===== src/rtl/coin_acceptor.sv =====
// Coin-slot front end: synchronises and debounces two sensor lines, queues accepted
// coins in a small FIFO and releases them as single-cycle codes with an idle gap.
module coin_acceptor #(
  parameter int unsigned DEBOUNCE_CYCLES = 4,
  parameter int unsigned FIFO_DEPTH      = 4,
  parameter int unsigned GAP_CYCLES      = 1
) (
  input  logic                         clk,
  input  logic                         rst,
  input  logic                         coin5_raw,
  input  logic                         coin10_raw,
  input  logic                         enable,
  output logic [1:0]                   coin_code,
  output logic                         reject,
  output logic [$clog2(FIFO_DEPTH):0]  fifo_count,
  output logic                         overflow
);

  localparam int unsigned AW    = $clog2(FIFO_DEPTH);
  localparam int unsigned CntW  = AW + 1;
  localparam int unsigned DbW   = $clog2(DEBOUNCE_CYCLES + 1);
  localparam int unsigned GapW  = $clog2(GAP_CYCLES + 1);
  localparam logic [DbW-1:0]  DbLast  = DbW'(DEBOUNCE_CYCLES - 1);
  localparam logic [GapW-1:0] GapLast = GapW'(GAP_CYCLES - 1);
  localparam logic [CntW-1:0] CntFull = CntW'(FIFO_DEPTH);

  typedef enum logic [1:0] {StIdle, StEmit, StGap} state_e;

  // Bit 0 is the 5 rs line, bit 1 the 10 rs line.
  logic [1:0]     raw;
  logic [1:0]     sync1_q, sync2_q;
  logic [1:0]     deb_q, deb_d, deb_prev_q;
  logic [DbW-1:0] db_cnt_q [2];
  logic [DbW-1:0] db_cnt_d [2];
  logic [1:0]     rise;

  logic                  push, push_ok, drop, pop, full;
  logic [FIFO_DEPTH-1:0] mem_q, mem_d;
  logic [AW-1:0]         wptr_q, wptr_d, rptr_q, rptr_d;
  logic [CntW-1:0]       count_q, count_d;
  logic                  overflow_q, overflow_d;
  logic                  reject_q, reject_d;

  state_e          state_q, state_d;
  logic [GapW-1:0] gap_q, gap_d;
  logic [1:0]      coin_code_q, coin_code_d;

  assign raw = {coin10_raw, coin5_raw};

  // Counter runs only while the synchronised level disagrees with the debounced one.
  always_comb begin
    for (int i = 0; i < 2; i++) begin
      deb_d[i]    = deb_q[i];
      db_cnt_d[i] = '0;
      if (sync2_q[i] != deb_q[i]) begin
        if (db_cnt_q[i] == DbLast) begin
          deb_d[i] = sync2_q[i];
        end else begin
          db_cnt_d[i] = db_cnt_q[i] + DbW'(1);
        end
      end
    end
  end

  assign rise     = deb_q & ~deb_prev_q;
  assign reject_d = &rise;
  assign push     = ^rise;
  assign full     = (count_q == CntFull);
  assign push_ok  = push && (!full || pop);
  assign drop     = push && full && !pop;

  always_comb begin
    mem_d      = mem_q;
    wptr_d     = wptr_q;
    rptr_d     = rptr_q;
    count_d    = count_q;
    overflow_d = overflow_q | drop;
    if (push_ok) begin
      mem_d[wptr_q] = rise[1];
      wptr_d        = wptr_q + AW'(1);
    end
    if (pop) begin
      rptr_d = rptr_q + AW'(1);
    end
    if (push_ok && !pop) begin
      count_d = count_q + CntW'(1);
    end else if (!push_ok && pop) begin
      count_d = count_q - CntW'(1);
    end
  end

  always_ff @(posedge clk or negedge rst) begin
    if (!rst) begin
      state_q <= StIdle;
      gap_q   <= '0;
    end else begin
      state_q <= state_d;
      gap_q   <= gap_d;
    end
  end

  // Popping only from the registered count means an empty FIFO never bypasses.
  always_comb begin
    state_d = state_q;
    gap_d   = gap_q;
    pop     = 1'b0;
    unique case (state_q)
      StIdle: begin
        if ((count_q != '0) && enable) begin
          pop     = 1'b1;
          state_d = StEmit;
        end
      end
      StEmit: begin
        gap_d   = GapLast;
        state_d = StGap;
      end
      StGap: begin
        if (gap_q == '0) begin
          state_d = StIdle;
        end else begin
          gap_d = gap_q - GapW'(1);
        end
      end
      default: state_d = StIdle;
    endcase
  end

  always_comb begin
    coin_code_d = 2'b00;
    if (pop) begin
      coin_code_d = mem_q[rptr_q] ? 2'b10 : 2'b01;
    end
  end

  always_ff @(posedge clk or negedge rst) begin
    if (!rst) begin
      sync1_q     <= '0;
      sync2_q     <= '0;
      deb_q       <= '0;
      deb_prev_q  <= '0;
      for (int i = 0; i < 2; i++) begin
        db_cnt_q[i] <= '0;
      end
      mem_q       <= '0;
      wptr_q      <= '0;
      rptr_q      <= '0;
      count_q     <= '0;
      overflow_q  <= 1'b0;
      reject_q    <= 1'b0;
      coin_code_q <= 2'b00;
    end else begin
      sync1_q     <= raw;
      sync2_q     <= sync1_q;
      deb_q       <= deb_d;
      deb_prev_q  <= deb_q;
      for (int i = 0; i < 2; i++) begin
        db_cnt_q[i] <= db_cnt_d[i];
      end
      mem_q       <= mem_d;
      wptr_q      <= wptr_d;
      rptr_q      <= rptr_d;
      count_q     <= count_d;
      overflow_q  <= overflow_d;
      reject_q    <= reject_d;
      coin_code_q <= coin_code_d;
    end
  end

  assign coin_code  = coin_code_q;
  assign reject     = reject_q;
  assign fifo_count = count_q;
  assign overflow   = overflow_q;

endmodule


===== config.mk =====
export PLATFORM = sky130hd
export DESIGN_NAME = coin_acceptor
export DESIGN_NICKNAME = d
export VERILOG_FILES = /design/src/rtl/coin_acceptor.sv
export SDC_FILE = /design/constraint.sdc
export NUM_CORES = 1
export LEC_CHECK = 0
export ABC_AREA = 1
export CORE_MARGIN = 3
export CORE_UTILIZATION = 55
export CTS_BUF_LIST = sky130_fd_sc_hd__clkbuf_16
export DETAILED_ROUTE_END_ITERATION = 12
export PLACE_DENSITY_LB_ADDON = 0.08
export SYNTH_ARGS = -nofsm -noshare
export SYNTH_HDL_FRONTEND = slang
export SYNTH_SLANG_ARGS = --single-unit

===== constraint.sdc =====
create_clock -name clk -period 2.4 [get_ports clk]
set_input_delay 0.72 -clock clk [delete_from_list [all_inputs] [get_ports clk]]
set_output_delay 0.72 -clock clk [all_outputs]
set_load 0.02 [all_outputs]

* Yosys cells after proc, flatten, opt, wreduce, memory -nomap -nowiden
Cells that the tools add are included.
** Cells by class
- $add $sub $neg :: 7
- $mul :: 0
- Div/mod/pow operators :: 0
- Order comparisons :: 3
- Eq/ne operators :: 9
- Shift-type cells :: 0
- Multiplexer cells :: 20
- Bitwise gates (word level) :: 3
- Reduce and logical (&&, ||, !) cells :: 20
** Operator list (number)
- 3-bit 2-to-1 mux :: 6
- 3-bit by 1-bit adder with 3-bit output, second input constant :: 3
- 2-bit 2-to-1 mux :: 4
- 2-bit AND reduction :: 4
- 1-bit logical AND :: 7
- 3-bit by 2-bit equality test with 1-bit output, second input constant :: 2
- 2-bit by 3-bit < comparator with 1-bit output, second input constant :: 2
- 2-bit one-hot mux with 3 select lines :: 1
- 1-bit 2-to-1 mux :: 5
- 2-bit by 1-bit adder with 2-bit output, second input constant :: 2
- 4-bit bitwise mux :: 1
- 2-bit != test, second input constant :: 2
- 2-bit nonzero test :: 2
- 3-bit equality test, second input constant :: 1
- 1-bit zero test :: 3
- 3-bit nonzero test :: 1
- 3-bit by 1-bit subtractor with 3-bit output, second input constant :: 1
- 2-bit AND :: 1
- 1-bit binary-select mux with 2-bit select :: 1
- 1-bit demux with 2-bit select :: 1
- 2-bit by 1-bit equality test with 1-bit output, second input constant :: 1
- 2-bit equality test, second input constant :: 1
- 2-bit by 1-bit greater-or-equal comparator with 1-bit output, second input constant :: 1
- 2-bit zero test :: 1
- other kinds (7) :: 8
** Storage, ports and cells
- Register bits :: 32
- Latch bits :: 0
- Memory bits (writable) :: 0
- Memory bits (read-only) :: 0
- Input bits :: 5
- Word-level logic and storage cells :: 78
- Memories kept :: 0

* Logic depth before layout (Yosys ltp)
- Depth in word-level cells :: 10
- Mapped depth :: 12
- Mapped depth without buffers :: 12

* Least setup slack after synthesis
OpenSTA, ideal clock, no wires.
- Kind :: in2reg
- Start :: input enable
- End :: register count_q[2] (netlist: fifo_count[2])
- Library setup time :: 131 ps
- Arrival :: 1969 ps
- Required time :: 2269 ps
- Slack :: 300 ps
- Stages on the path :: 10
- Buffers on the path :: 0
- Cell sequence :: nand3_4 nand2_4 nand2_4 inv_2 ha_1 inv_1 fa_1 a21oi_1 o21ai_0 xor2_1
** On the way
- Longest elaborated chain between the ends :: 8
- Elaborated cells between the ends (all ways) :: 11
** Ends and longest elaborated chain
- start, declared :: line 12 : input logic enable,
- 1-bit logical AND * :: line 109 : if ((count_q != '0) && enable) begin
- 1-bit 2-to-1 mux * :: line 109
- 1-bit 2-to-1 mux * :: line 107 : unique case (state_q)
- 1-bit logical OR * :: line 69 : assign push_ok = push && (!full || pop);
- 1-bit logical AND * :: line 69
- via push_ok :: line 37 : logic push, push_ok, drop, pop, full;
- 1-bit zero test :: line 87 : end else if (!push_ok && pop) begin
- 1-bit logical AND :: line 87
- 2-bit nonzero test (no line)
- end signal, assigned :: line 163 : count_q <= count_d;
- end, declared :: line 40 : logic [CntW-1:0] count_q, count_d;
Mark *: on every way through the listed nets, which the timed path passes. The rest lies on a longest branch.
A chain may end at the register's enable or synchronous reset.

* Worst setup path after layout
- Start :: register deb_q[1]
- End :: register count_q[1] (netlist: fifo_count[1])
** On the way
- Elaborated cells between the ends (all ways) :: 8
** RTL lines
- start, declared :: line 32 : logic [1:0] deb_q, deb_d, deb_prev_q;
- start signal, assigned :: line 140 : deb_q <= '0;
- start signal, assigned :: line 155 : deb_q <= deb_d;
- 2-bit AND :: line 65 : assign rise = deb_q & ~deb_prev_q;
- via rise[1] :: line 35 : logic [1:0] rise;
- 2-bit XOR reduction :: line 67 : assign push = ^rise;
- 1-bit logical AND :: line 69
- via push_ok :: line 37
- 1-bit logical AND :: line 85 : if (push_ok && !pop) begin
- 3-bit 2-to-1 mux :: line 85
- via count_d[1] :: line 40
The timed path passes the listed nets, and every way through them passes these cells.

==> flow_summary.ini <==
[floorplan]
row_count = 17
die_w_um = 54.8
die_y_um = 54.8
core_um2 = 2230
num_io_pins = 12
initial_core_util_pct = 58.5
dieArea_um2 = 3000

[grt]
grt_max_degree = 32
grt_pass1_vias = 944
gr-total-overflow = 0
grt_pass1_wl_mm = 4.24
grt_usage_pct = 21.3
antenna_found_initial = 0

[setup_path]
worstPathRequired_ns = 2.56
crit_path_top_delay_cell = fa_2
cp_max_fo = 3
crit_buf_inv = 3
crit_path_end_kind = flop
crit_type = flop to flop
reg2reg_slack_ns = 0.24
cp_top_family = adder cells
timing.critical_path.cells = inv_1 > nor2_1 > ha_1 > nand2_4 > inv_2 > ha_1 > inv_1 > fa_2 > mux2_2
cp.arrival_ns = 2.32
startpoint_type = flop
crit_path_max_incr_delay_ns = 0.44

[outcome]
outcome = finished, final reports clean

[flow_run]
cap_viol_max_count = 0

[sta]
period_needed_ns = 2.16
setup_tns_ns = 0
slew_violations = 0
worst-slew-pin-transition_ns = 0.381
hold_viol = 0
max_slew_margin_pct = 74.6
fin_crit_sh_pct = 90.1
fin_skew_ns = 0.00422
setup_viol = 0
rsz0062_at_grt = no
fmax_mhz = 462

[detailed_routing]
routed_via_density = 5.06
initialDrtViolationCount = 6
vias = 870
firstDrtPassIters = 2
antenna_left = 0
wl_mm = 2.33
wl_per_cell_um = 13.5
drc = 0

[cts]
cts_made_buffers = 5
htreeDepth = 2
cts_tree = built
clkLatencyLatePin_ns = 0.27
cts.sinks = 31
clock_path_buffers = 2
path_clk_slew_ns = 0.05
cts_setup_buffers = 0
root_buffer = clkbuf_16

[layout]
nets = 157
diodes = 0
fin_cells = 172
drive_above_1_share_pct = 16.7
area.growth.synth_to_final_pct = 28.0
finalCoreUtilization_pct = 75.0
fin_area_um2 = 1670
fillers = 156

[pwr]
p_leak_uw = 0.000825
power_density_nw_per_um2 = 1600
irDropWorstVdd_v = 0.00128

[synthesis]
syn-instance-count = 119
yosysUniqueCellTypes = 22
synth.net_count = 133
yosys_warnings = 0
seq_area_frac_synth_pct = 59.3
synth_top_area_share_pct = 59.3
synth_area_um2 = 1310
avgSynthCellArea_um2 = 11.0
yosys.area.top_type = dfrtp_1
synth_edf_count = 0
async_flop_share_pct = 100
synthTopCellsByArea = dfrtp_1 (59%), ha_1 (7.7%), nand2_1 (5.7%)
synth-main-ff-cell = dfrtp_1
ys_ff_latch = 31

[place]
dpl-instance-area_um2 = 1500
gp_congestion = 0.744
portBuffers = 11
dp.final_hpwl_mm = 1.61
post-place-cells = 164

[worst_hold_path]
holdCritPathClass = flop to flop
synthesized netlist by cell type (2+ instances only):
cell type and number:
nor3b_1 2, nand3_1 6, a21oi_1 5, nand2_1 20, nor2_1 11, xor2_1 3, xnor2_1 3, dfrtp_1 31
ha_1 8, nor3_1 2, nand4_1 4, nand2_4 2, inv_1 13
layout by cell type, fill, tap and decap left out, drive strengths merged:
cell type / instances
a21oi: 5
a31o: 1
buf: 7
bufinv: 1
clkbuf: 5
clkdlybuf4s50: 10
clkinv: 2
dfrtp: 31
dlymetal6s2s: 1
fa: 1
ha: 8
inv: 14
mux2: 1
nand2: 23
nand3: 7
nand4: 4
nor2: 11
nor3: 3
nor3b: 2
o21ai: 1
xnor2: 3
xor2: 3
cell type report:
| cell class | count | area (um^2) | area share (%) |
|---|---|---|---|
| flip-flops and latches | 31 | 776 | 46.3 |
| multi-input cells | 73 | 482 | 28.8 |
| repair buffers | 18 | 165 | 9.87 |
| clock buffers | 5 | 125 | 7.47 |
| inverters | 14 | 52.6 | 3.14 |
| clock inverters | 3 | 38.8 | 2.32 |
| well taps | 28 | 35.0 | 2.09 |
final timing paths:
path                            cells after the start            startpoint                        end
worst max-delay path                                9  deb_q[1]$_DFFE_PN0P_  fifo_count[1]$_DFFE_PN0P_
worst min-delay path                                0  sync1_q[1]$_DFF_PN0_       sync2_q[1]$_DFF_PN0_
worst max register to register                      9  deb_q[1]$_DFFE_PN0P_  fifo_count[1]$_DFFE_PN0P_
worst min register to register                      0  sync1_q[1]$_DFF_PN0_       sync2_q[1]$_DFF_PN0_
max in group asynchronous                           2                   rst       mem_q[0]$_DFFE_PN0P_
min in group asynchronous                           2                   rst  fifo_count[0]$_DFFE_PN0P_
power by group:
| part | total, uW | switching [uW] | internal, uW | leakage (uW) |
|---|---|---|---|---|
| clock network | 690 | 208 | 482 | 0.0000812 |
| logic | 1120 | 608 | 515 | 0.000362 |
| registers | 868 | 143 | 725 | 0.000382 |
| total | 2680 | 959 | 1720 | 0.000825 |
stage by stage:
stage	hold slack, ns	worst slack [ns]	total power [uW]
finish	0.350	0.237	2680
global route	0.374	0.113	2900
CTS	0.352	0.0363	2670
detailed placement	0.340	-0.252	1950
global placement	0.334	-0.135	1890
floorplan	0.331	0.300	1560
flip-flops by register name, summed over array words and instances, names as in the netlist, 2 cells and up:
| name | count |
|---|---|
| fifo_count | 3 |
| deb_prev_q | 2 |
| wptr_q | 2 |
| deb_q | 2 |
| sync2_q | 2 |
| rptr_q | 2 |
| mem_q | 4 |
| db_cnt_q | 6 |
| sync1_q | 2 |
| coin_code | 2 |
| state_q | 2 |
routing by layer:
layer  global-route usage, %  wire, um
met1                    23.7       968
met2                    36.2      1200
met3                    8.17       111
met4                    8.71        53
met5                       0         0
logic make-up (layout without fill, tap and decap cells):
family	Yosys count	count (layout)	share of synthesized area [%]
and+or+nand+nor	50	50	19.3
AOI/OAI and AO/OA	7	7	2.97
xor gates and xnor gates	6	6	4.02
DFF	31	31	59.3
muxes	1	1	0.861
buffers and inverters	15	40	4.31
adders and majority gates	9	9	9.19
what timing repair did:
action / CTS / global route
gates resized for setup: 0 / 4
hold buffers: 0 / 0
endpoints found under the hold margin: 0 / 0
setup endpoints to repair: 0 / 1
No activity file was read; power rests on OpenSTA's default activity.
